[src/rtl/cpu_pkg.sv]
// -----------------------------------------------------------------------------
// cpu_pkg
//
// Shared definitions for the 16-bit pipelined processor front end.
//
// Contents:
//   - J-type opcode and function-field constants used by fetch predecode.
//   - fetch_entry_t: one prefetch-queue entry {instr, pc, predicted}.
//   - Small field-extraction helpers for the instruction word.
//
// J-type instruction layout:
//   [15:12] opcode   [11:3] 9-bit target   [2:0] func
// -----------------------------------------------------------------------------
package cpu_pkg;

    localparam int unsigned XLEN = 16;

    // Opcode / function encodings
    localparam logic [3:0] OP_JTYPE = 4'b0001;

    localparam logic [2:0] FN_JMP  = 3'b000;
    localparam logic [2:0] FN_CALL = 3'b001;
    localparam logic [2:0] FN_RET  = 3'b010;

    // One prefetch-queue entry
    typedef struct packed {
        logic [XLEN-1:0] instr;
        logic [XLEN-1:0] pc;
        logic            predicted;
    } fetch_entry_t;

    function automatic logic [3:0] instr_opcode(input logic [XLEN-1:0] instr);
        return instr[15:12];
    endfunction

    function automatic logic [2:0] instr_func(input logic [XLEN-1:0] instr);
        return instr[2:0];
    endfunction

    function automatic logic [8:0] instr_jtarget(input logic [XLEN-1:0] instr);
        return instr[11:3];
    endfunction

    // Direct jumps whose target is fully encoded in the word (JMP, CALL).
    // RET depends on the return register, so it is left to execute.
    function automatic logic is_direct_jump(input logic [XLEN-1:0] instr);
        return (instr_opcode(instr) == OP_JTYPE) &&
               ((instr_func(instr) == FN_JMP) || (instr_func(instr) == FN_CALL));
    endfunction

endpackage : cpu_pkg

[src/rtl/fetch_queue.sv]
// -----------------------------------------------------------------------------
// fetch_queue
//
// Small circular FIFO of fetch_entry_t buffering fetched instructions between
// the PC/imem side of the fetch stage and decode.
//
// Parameters:
//   DEPTH   number of entries; power of two, minimum 2.
//
// Ports:
//   clk            clock, rising edge
//   rst            asynchronous active-low reset (empties queue, zeroes storage)
//   flush_i        empty the queue and return both pointers to 0 (wins over push/pop)
//   push_i         write push_entry_i at the write pointer
//   pop_i          retire the head entry
//   push_entry_i   entry to write
//   head_o         entry at the read pointer (registered storage, no bypass)
//   count_o        number of valid entries
//
// Push and pop in the same cycle are allowed when full: the slot being
// written is the one being retired, and the head is read before the edge.
// -----------------------------------------------------------------------------
module fetch_queue
    import cpu_pkg::*;
#(
    parameter  int DEPTH = 2,
    localparam int PTR_W = $clog2(DEPTH),
    localparam int CNT_W = $clog2(DEPTH + 1)
) (
    input  logic             clk,
    input  logic             rst,
    input  logic             flush_i,
    input  logic             push_i,
    input  logic             pop_i,
    input  fetch_entry_t     push_entry_i,
    output fetch_entry_t     head_o,
    output logic [CNT_W-1:0] count_o
);

    fetch_entry_t     mem_q [DEPTH];
    logic [PTR_W-1:0] rd_ptr_q, rd_ptr_d;
    logic [PTR_W-1:0] wr_ptr_q, wr_ptr_d;
    logic [CNT_W-1:0] count_q,  count_d;

    logic pop_eff;
    logic push_eff;

    // Guard against popping an empty queue or pushing into a full one that
    // is not simultaneously draining; the stage never asks for either.
    assign pop_eff  = pop_i  && (count_q != '0);
    assign push_eff = push_i && ((count_q < CNT_W'(DEPTH)) || pop_eff);

    // NOTE: every variable assigned in always_comb gets a default first, so no
    // path leaves it unassigned and no latch is inferred.
    always_comb begin
        rd_ptr_d = rd_ptr_q;
        wr_ptr_d = wr_ptr_q;
        count_d  = count_q;

        if (flush_i) begin
            rd_ptr_d = '0;
            wr_ptr_d = '0;
            count_d  = '0;
        end else begin
            // DEPTH is a power of two, so natural overflow wraps the pointers.
            if (push_eff) wr_ptr_d = wr_ptr_q + PTR_W'(1);
            if (pop_eff)  rd_ptr_d = rd_ptr_q + PTR_W'(1);

            unique case ({push_eff, pop_eff})
                2'b10:   count_d = count_q + CNT_W'(1);
                2'b01:   count_d = count_q - CNT_W'(1);
                default: count_d = count_q;
            endcase
        end
    end

    // NOTE: sequential state uses non-blocking assignments so every register
    // samples the pre-edge values regardless of statement order.
    always_ff @(posedge clk or negedge rst) begin
        if (!rst) begin
            rd_ptr_q <= '0;
            wr_ptr_q <= '0;
            count_q  <= '0;
        end else begin
            rd_ptr_q <= rd_ptr_d;
            wr_ptr_q <= wr_ptr_d;
            count_q  <= count_d;
        end
    end

    // NOTE: the entry storage is reset as well, so the head outputs read a
    // defined all-zero entry out of reset; this keeps the array in flops
    // rather than a RAM macro, which is fine at this depth.
    always_ff @(posedge clk or negedge rst) begin
        if (!rst) begin
            for (int i = 0; i < DEPTH; i++) begin
                mem_q[i] <= '0;
            end
        end else if (push_eff && !flush_i) begin
            mem_q[wr_ptr_q] <= push_entry_i;
        end
    end

    assign head_o  = mem_q[rd_ptr_q];
    assign count_o = count_q;

endmodule : fetch_queue

[src/rtl/fetch_stage.sv]
// -----------------------------------------------------------------------------
// fetch_stage
//
// Instruction fetch stage of the 16-bit pipelined processor. Owns the PC,
// drives the word-addressed instruction memory and buffers fetched words with
// their address in a prefetch queue that feeds decode via valid/ready.
//
// Parameters:
//   DEPTH      prefetch queue entries (power of two, >= 2), default 2
//   RESET_PC   PC loaded on reset, default 16'h0000
//
// Ports:
//   clk             clock, rising edge
//   rst             asynchronous active-low reset
//   imem_addr       instruction memory word address (the PC register)
//   imem_rdata      instruction word, combinational read of imem_addr
//   redirect_valid  execute demands a control-flow change this cycle
//   redirect_pc     new fetch address, taken when redirect_valid=1
//   id_valid        head entry presented to decode
//   id_ready        decode accepts the head entry
//   id_instr        head instruction word
//   id_pc           head entry address
//   id_pc_plus_1    id_pc + 1 (mod 2^16)
//   id_predicted    head entry was already redirected by predecode
//
// Compile-time option:
//   FETCH_PREDECODE_EN  when defined, JMP/CALL words are predecoded at fetch
//                       and the PC follows the encoded target immediately.
//                       When undefined, fetch is purely sequential and
//                       id_predicted is constant 0.
// -----------------------------------------------------------------------------
module fetch_stage
    import cpu_pkg::*;
#(
    parameter int          DEPTH    = 2,
    parameter logic [15:0] RESET_PC = 16'h0000
) (
    input  logic        clk,
    input  logic        rst,

    output logic [15:0] imem_addr,
    input  logic [15:0] imem_rdata,

    input  logic        redirect_valid,
    input  logic [15:0] redirect_pc,

    output logic        id_valid,
    input  logic        id_ready,
    output logic [15:0] id_instr,
    output logic [15:0] id_pc,
    output logic [15:0] id_pc_plus_1,
    output logic        id_predicted
);

    localparam int CNT_W = $clog2(DEPTH + 1);

    logic [15:0]      pc_q, pc_d;
    logic [15:0]      pc_plus_1;
    logic [15:0]      fetch_next_pc;
    logic             fetch_predicted;
    logic             fetch_en;
    logic             pop;
    logic             queue_has_room;
    logic [CNT_W-1:0] count;
    fetch_entry_t     push_entry;
    fetch_entry_t     head;

    // -------------------------------------------------------------------------
    // Handshake and fetch enable
    // -------------------------------------------------------------------------
    // A redirect cycle forces id_valid low, so no handshake can complete
    // while the queue is being flushed.
    assign id_valid       = (count != '0) && !redirect_valid;
    assign pop            = id_valid && id_ready;
    assign queue_has_room = (count < CNT_W'(DEPTH));
    // A full queue still accepts a push when decode drains the head the same
    // cycle, which is what sustains one instruction per cycle.
    assign fetch_en       = !redirect_valid && (queue_has_room || pop);

    // -------------------------------------------------------------------------
    // Next sequential / predicted fetch address
    // -------------------------------------------------------------------------
    assign pc_plus_1 = pc_q + 16'd1;

`ifdef FETCH_PREDECODE_EN
    // The 9-bit target replaces the low bits of PC+1, i.e. a jump within the
    // 512-word region of the following instruction.
    assign fetch_predicted = is_direct_jump(imem_rdata);
    assign fetch_next_pc   = fetch_predicted ? {pc_plus_1[15:9], instr_jtarget(imem_rdata)}
                                             : pc_plus_1;
`else
    assign fetch_predicted = 1'b0;
    assign fetch_next_pc   = pc_plus_1;
`endif

    // -------------------------------------------------------------------------
    // PC register
    // -------------------------------------------------------------------------
    always_comb begin
        pc_d = pc_q;
        if (redirect_valid) begin
            pc_d = redirect_pc;
        end else if (fetch_en) begin
            pc_d = fetch_next_pc;
        end
    end

    always_ff @(posedge clk or negedge rst) begin
        if (!rst) begin
            pc_q <= RESET_PC;
        end else begin
            pc_q <= pc_d;
        end
    end

    assign imem_addr = pc_q;

    // -------------------------------------------------------------------------
    // Prefetch queue
    // -------------------------------------------------------------------------
    assign push_entry = '{instr: imem_rdata, pc: pc_q, predicted: fetch_predicted};

    fetch_queue #(
        .DEPTH (DEPTH)
    ) u_queue (
        .clk          (clk),
        .rst          (rst),
        .flush_i      (redirect_valid),
        .push_i       (fetch_en),
        .pop_i        (pop),
        .push_entry_i (push_entry),
        .head_o       (head),
        .count_o      (count)
    );

    // Decode-side outputs come straight from queue storage; there is no
    // combinational path from imem_rdata to any id_* output.
    assign id_instr     = head.instr;
    assign id_pc        = head.pc;
    assign id_pc_plus_1 = head.pc + 16'd1;
    // Without predecode the stored flag is only ever written with 0, so this
    // output is constant 0.
    assign id_predicted = head.predicted;

endmodule : fetch_stage

[config.mk]
export PLATFORM = sky130hd
export DESIGN_NAME = fetch_stage
export DESIGN_NICKNAME = d
export VERILOG_FILES = /design/src/rtl/cpu_pkg.sv /design/src/rtl/fetch_queue.sv /design/src/rtl/fetch_stage.sv
export SDC_FILE = /design/constraint.sdc
export NUM_CORES = 1
export LEC_CHECK = 0
export CORE_MARGIN = 5
export CORE_UTILIZATION = 54
export CTS_CLUSTER_SIZE = 40
export DETAILED_ROUTE_END_ITERATION = 6
export PLACE_DENSITY = 0.89
export SETUP_SLACK_MARGIN = 0.2
export SYNTH_ARGS = -nofsm -noshare
export SYNTH_HDL_FRONTEND = slang
export SYNTH_SLANG_ARGS = --single-unit
[constraint.sdc]
create_clock -name clk -period 3.4 [get_ports clk]
set_input_delay 1.02 -clock clk [delete_from_list [all_inputs] [get_ports clk]]
set_output_delay 1.02 -clock clk [all_outputs]
set_load 0.01 [all_outputs]
==> results of run 1 <==
[per-layer routing]
layer  vias up  wire [um]  track usage
met5         -          0            0
li1       1491          -            -
met1      1616       4207       0.2615
met3        30        753      0.05500
met2       134       5714       0.3911
met4         0        337      0.08613
[through the flow]
step	instances	instance area (um2)	setup slack, ps	util
after floorplan	348	4212	582.7	-
after global placement	542	5350	142.9	0.6996
after detailed placement	542	5350	17.30	0.6996
after CTS	572	5763	15.90	0.7536
after global routing	581	5969	-67.42	0.7806
final	581	5969	44.38	0.7806
[cell type report]
cell class                 instances  area [um2]
clock buffer                      10       137.6
clock inverter                     6       135.1
fill                             475        1678
inverter                          12       45.04
multi-input combinational        233        2101
sequential                        84        2103
tap                              102       127.6
timing repair buffer             134        1320
[timing repair]
item / CTS / global route
pin swaps: 3 / 11
cloned: 1 / 1
setup endpoints to repair: 16 / 30
setup buffers: 13 / 8
resized for setup: 34 / 60
[power groups by stage]
stage	logic [W]	clock network (W)	registers (W)
after floorplan	0.000609	0	0.00134
after global placement	0.00113	0	0.00138
after detailed placement	0.00117	0	0.00140
after CTS	0.00119	0.000950	0.00139
after global routing	0.00130	0.000992	0.00142
final	0.00121	0.000940	0.00140
[how the worst min path moves through the flow]
stage | start | to | slack (ps) | cells past startpoint
after global routing | u_queue.mem_q[19] | u_queue.mem_q[19] | 520 | 1
final | u_queue.mem_q[32] | u_queue.mem_q[32] | 490 | 1
after CTS | u_queue.mem_q[28] | u_queue.mem_q[28] | 490 | 1
after global placement | u_queue.mem_q[21] | u_queue.mem_q[21] | 460 | 1
after floorplan | u_queue.mem_q[11] | u_queue.mem_q[11] | 450 | 1
after detailed placement | u_queue.mem_q[28] | u_queue.mem_q[28] | 470 | 1
[state kept, by name, indices dropped and copies added (netlist names)]
register and flops:
u_queue.rd_ptr_q 1, u_queue.wr_ptr_q 1, imem_addr 16, u_queue.mem_q 64, u_queue.count_o 2
[cell families (layout without fill, tap and decap cells)]
| kind of cell | count (synthesis) | count (layout) | synth area share |
|---|---|---|---|
| muxes | 97 | 97 | 0.2570 |
| DFF | 84 | 84 | 0.4991 |
| and+or+nand+nor | 81 | 81 | 0.1055 |
| buffers and inverters | 31 | 162 | 0.03506 |
| AOI/OAI and AO/OA | 28 | 28 | 0.04664 |
| xor gates and xnor gates | 24 | 24 | 0.04991 |
| adders and majority gates | 2 | 2 | 0.005941 |
| other | 1 | 1 | 0.0008904 |
[cell usage in the layout (no fill, tap or decap), types with 5 or more instances in the layout]
master	count
dfrtp_1	83
clkdlybuf4s50_1	68
mux2_2	56
mux2_1	30
buf_4	27
nand2_1	23
dlymetal6s2s_1	17
xnor2_1	14
o21ai_0	14
inv_1	11
nand4_1	10
clkbuf_8	10
buf_2	9
nand3_1	8
xor2_1	7
nor2_1	7
mux2i_1	5
or4_1	5
[critical path: stages (launching register included)]
cell and delay, ps:
dfrtp_2 500, nand3b_1 250, a2111oi_4 470, buf_4 190, buf_6 90, buf_6 100
nand3_4 70, xnor2_1 150, buf_2 150
==> out/qor.yml, run 1 <==
setup_path:
  reg2reg_depth: 4
  crit_path_start: "u_queue.rd_ptr_q"
  crit_end: "id_pc_plus_1[11]"
  crit_path_end_kind: "output pin"
  r2r_slack_ps: 1510
  cp_max_fo: 6
  worstReg2RegStart: "imem_addr[3]"
  r2r_end: "imem_addr[15]"
  cp-start-kind: "register"
  critical_path_class: "reg2out"
  arrival_ps: 2340
  cp.required_ps: 2380
global_route:
  grt_pass1_vias: 3528
  grt_pass1_wl_mm: 17.35
  antenna_found_initial: 0
  grt_max_degree: 58
  overflow: 0
  grt.total_usage: 0.2226
logic_synthesis:
  synth_area_leaders: "dfrtp_1 50%, mux2_2 16%, mux2_1 8.0%"
  ys_warn_count: 0
  ys_dominant_reg_cell: "dfrtp_1"
  synth_area_um2: 4212
  synth_seq_cells: 84
  yosys-top-cells-count: "84 x dfrtp_1, 59 x mux2_2, 30 x mux2_1"
  syn_nets: 386
  syn-instance-count: 348
  synthMostInstantiatedCell: "dfrtp_1"
  synth_top_area_frac: 0.4991
  synth_edf_count: 0
  ys_types: 40
  synth_top_area_cell: "dfrtp_1"
  async_flop_share: 1.000
  ys_seq_area_frac: 0.4991
  synth_area_per_cell_um2: 12.10
sta:
  fmaxAchievable_mhz: 298.0
  min_period_ps: 3356
  setup_tns_ps: 0
  rsz0062_at_grt: "yes"
  drv_slew: 0
  hold_ws_ps: 492.4
  tightest_slew_ps: 726.8
  finalHoldViolCount: 0
  setup_viol: 0
  fin_skew_ps: 14.67
  slew-limit-headroom: 0.5155
  period_share: 0.9869
clock_tree:
  worstSkewPairLatency_ps: 360
  tritoncts: "yes"
  numCtsBuffers: 9
  hold_buffers: 0
  ctsHtreeMaxLevel: 3
  cts.sinks: 84
  cts_root_buf: "clkbuf_8"
  cts_buffer_depth: 2
  path_clk_slew_ps: 80
routing:
  vias: 3271
  wl_per_cell_um: 18.96
  drtIter0Drc: 174
  first_pass_iters: 4
  drc: 0
  ant_nets: 0
  vias_per_cell: 5.630
  drt_wl_total_mm: 11.01
pwr:
  p_int_w: 0.002476
  switching_share: 0.3020
  p_comb_frac: 0.341
  pwr-share-seq: 0.394
  leakage_nw: 2.687
  p_per_area_nw_per_um2: 594.3
  pwr-share-clk: 0.265
  p_switching_w: 0.001072
  finalPower_w: 0.003548
  vdd_drop_max_mv: 0.4365
layout:
  nNetsFinal: 512
  area.growth.synth_to_final_pct: 41.74
  drive_above_1_share: 0.2985
  antenna-diode-count: 0
job:
  cap_violations: 0
placed_design:
  dp_hpwl_mm: 7.306
  gp_congestion: 0.8340
  io_buffers: 100
floorplanning:
  placementRows: 32
  initial_core_util: 0.5507
  die_h_um: 98.31
  core_um2: 7647
  die-area_um2: 9665
  ios: 102
  fp.dieW_um: 98.31
outcome:
  status: "complete, no violations"
min_path:
  hp-class: "reg2reg"
(Power assumes the default switching activity.)
==> run 2, diff against run 1 <==
--- a/config.mk
+++ b/config.mk
@@ -9,6 +9,7 @@
 export CORE_UTILIZATION = 54
 export CTS_CLUSTER_SIZE = 40
 export DETAILED_ROUTE_END_ITERATION = 6
+export GPL_ROUTABILITY_DRIVEN = 0
 export PLACE_DENSITY = 0.89
 export SETUP_SLACK_MARGIN = 0.2
 export SYNTH_ARGS = -nofsm -noshare
==> results of run 2 <==
Same layout as run 1: the final DEF is identical, and so are final timing and power.
==> run 3, diff against run 2 <==
--- a/config.mk
+++ b/config.mk
@@ -5,6 +5,7 @@
 export SDC_FILE = /design/constraint.sdc
 export NUM_CORES = 1
 export LEC_CHECK = 0
+export CAP_MARGIN = 0
 export CORE_MARGIN = 5
 export CORE_UTILIZATION = 54
 export CTS_CLUSTER_SIZE = 40
@@ -12,6 +13,7 @@
 export GPL_ROUTABILITY_DRIVEN = 0
 export PLACE_DENSITY = 0.89
 export SETUP_SLACK_MARGIN = 0.2
+export SLEW_MARGIN = 20
 export SYNTH_ARGS = -nofsm -noshare
 export SYNTH_HDL_FRONTEND = slang
 export SYNTH_SLANG_ARGS = --single-unit
==> results of run 3 <==
Same layout as run 1: the final DEF is identical, and so are final timing and power.
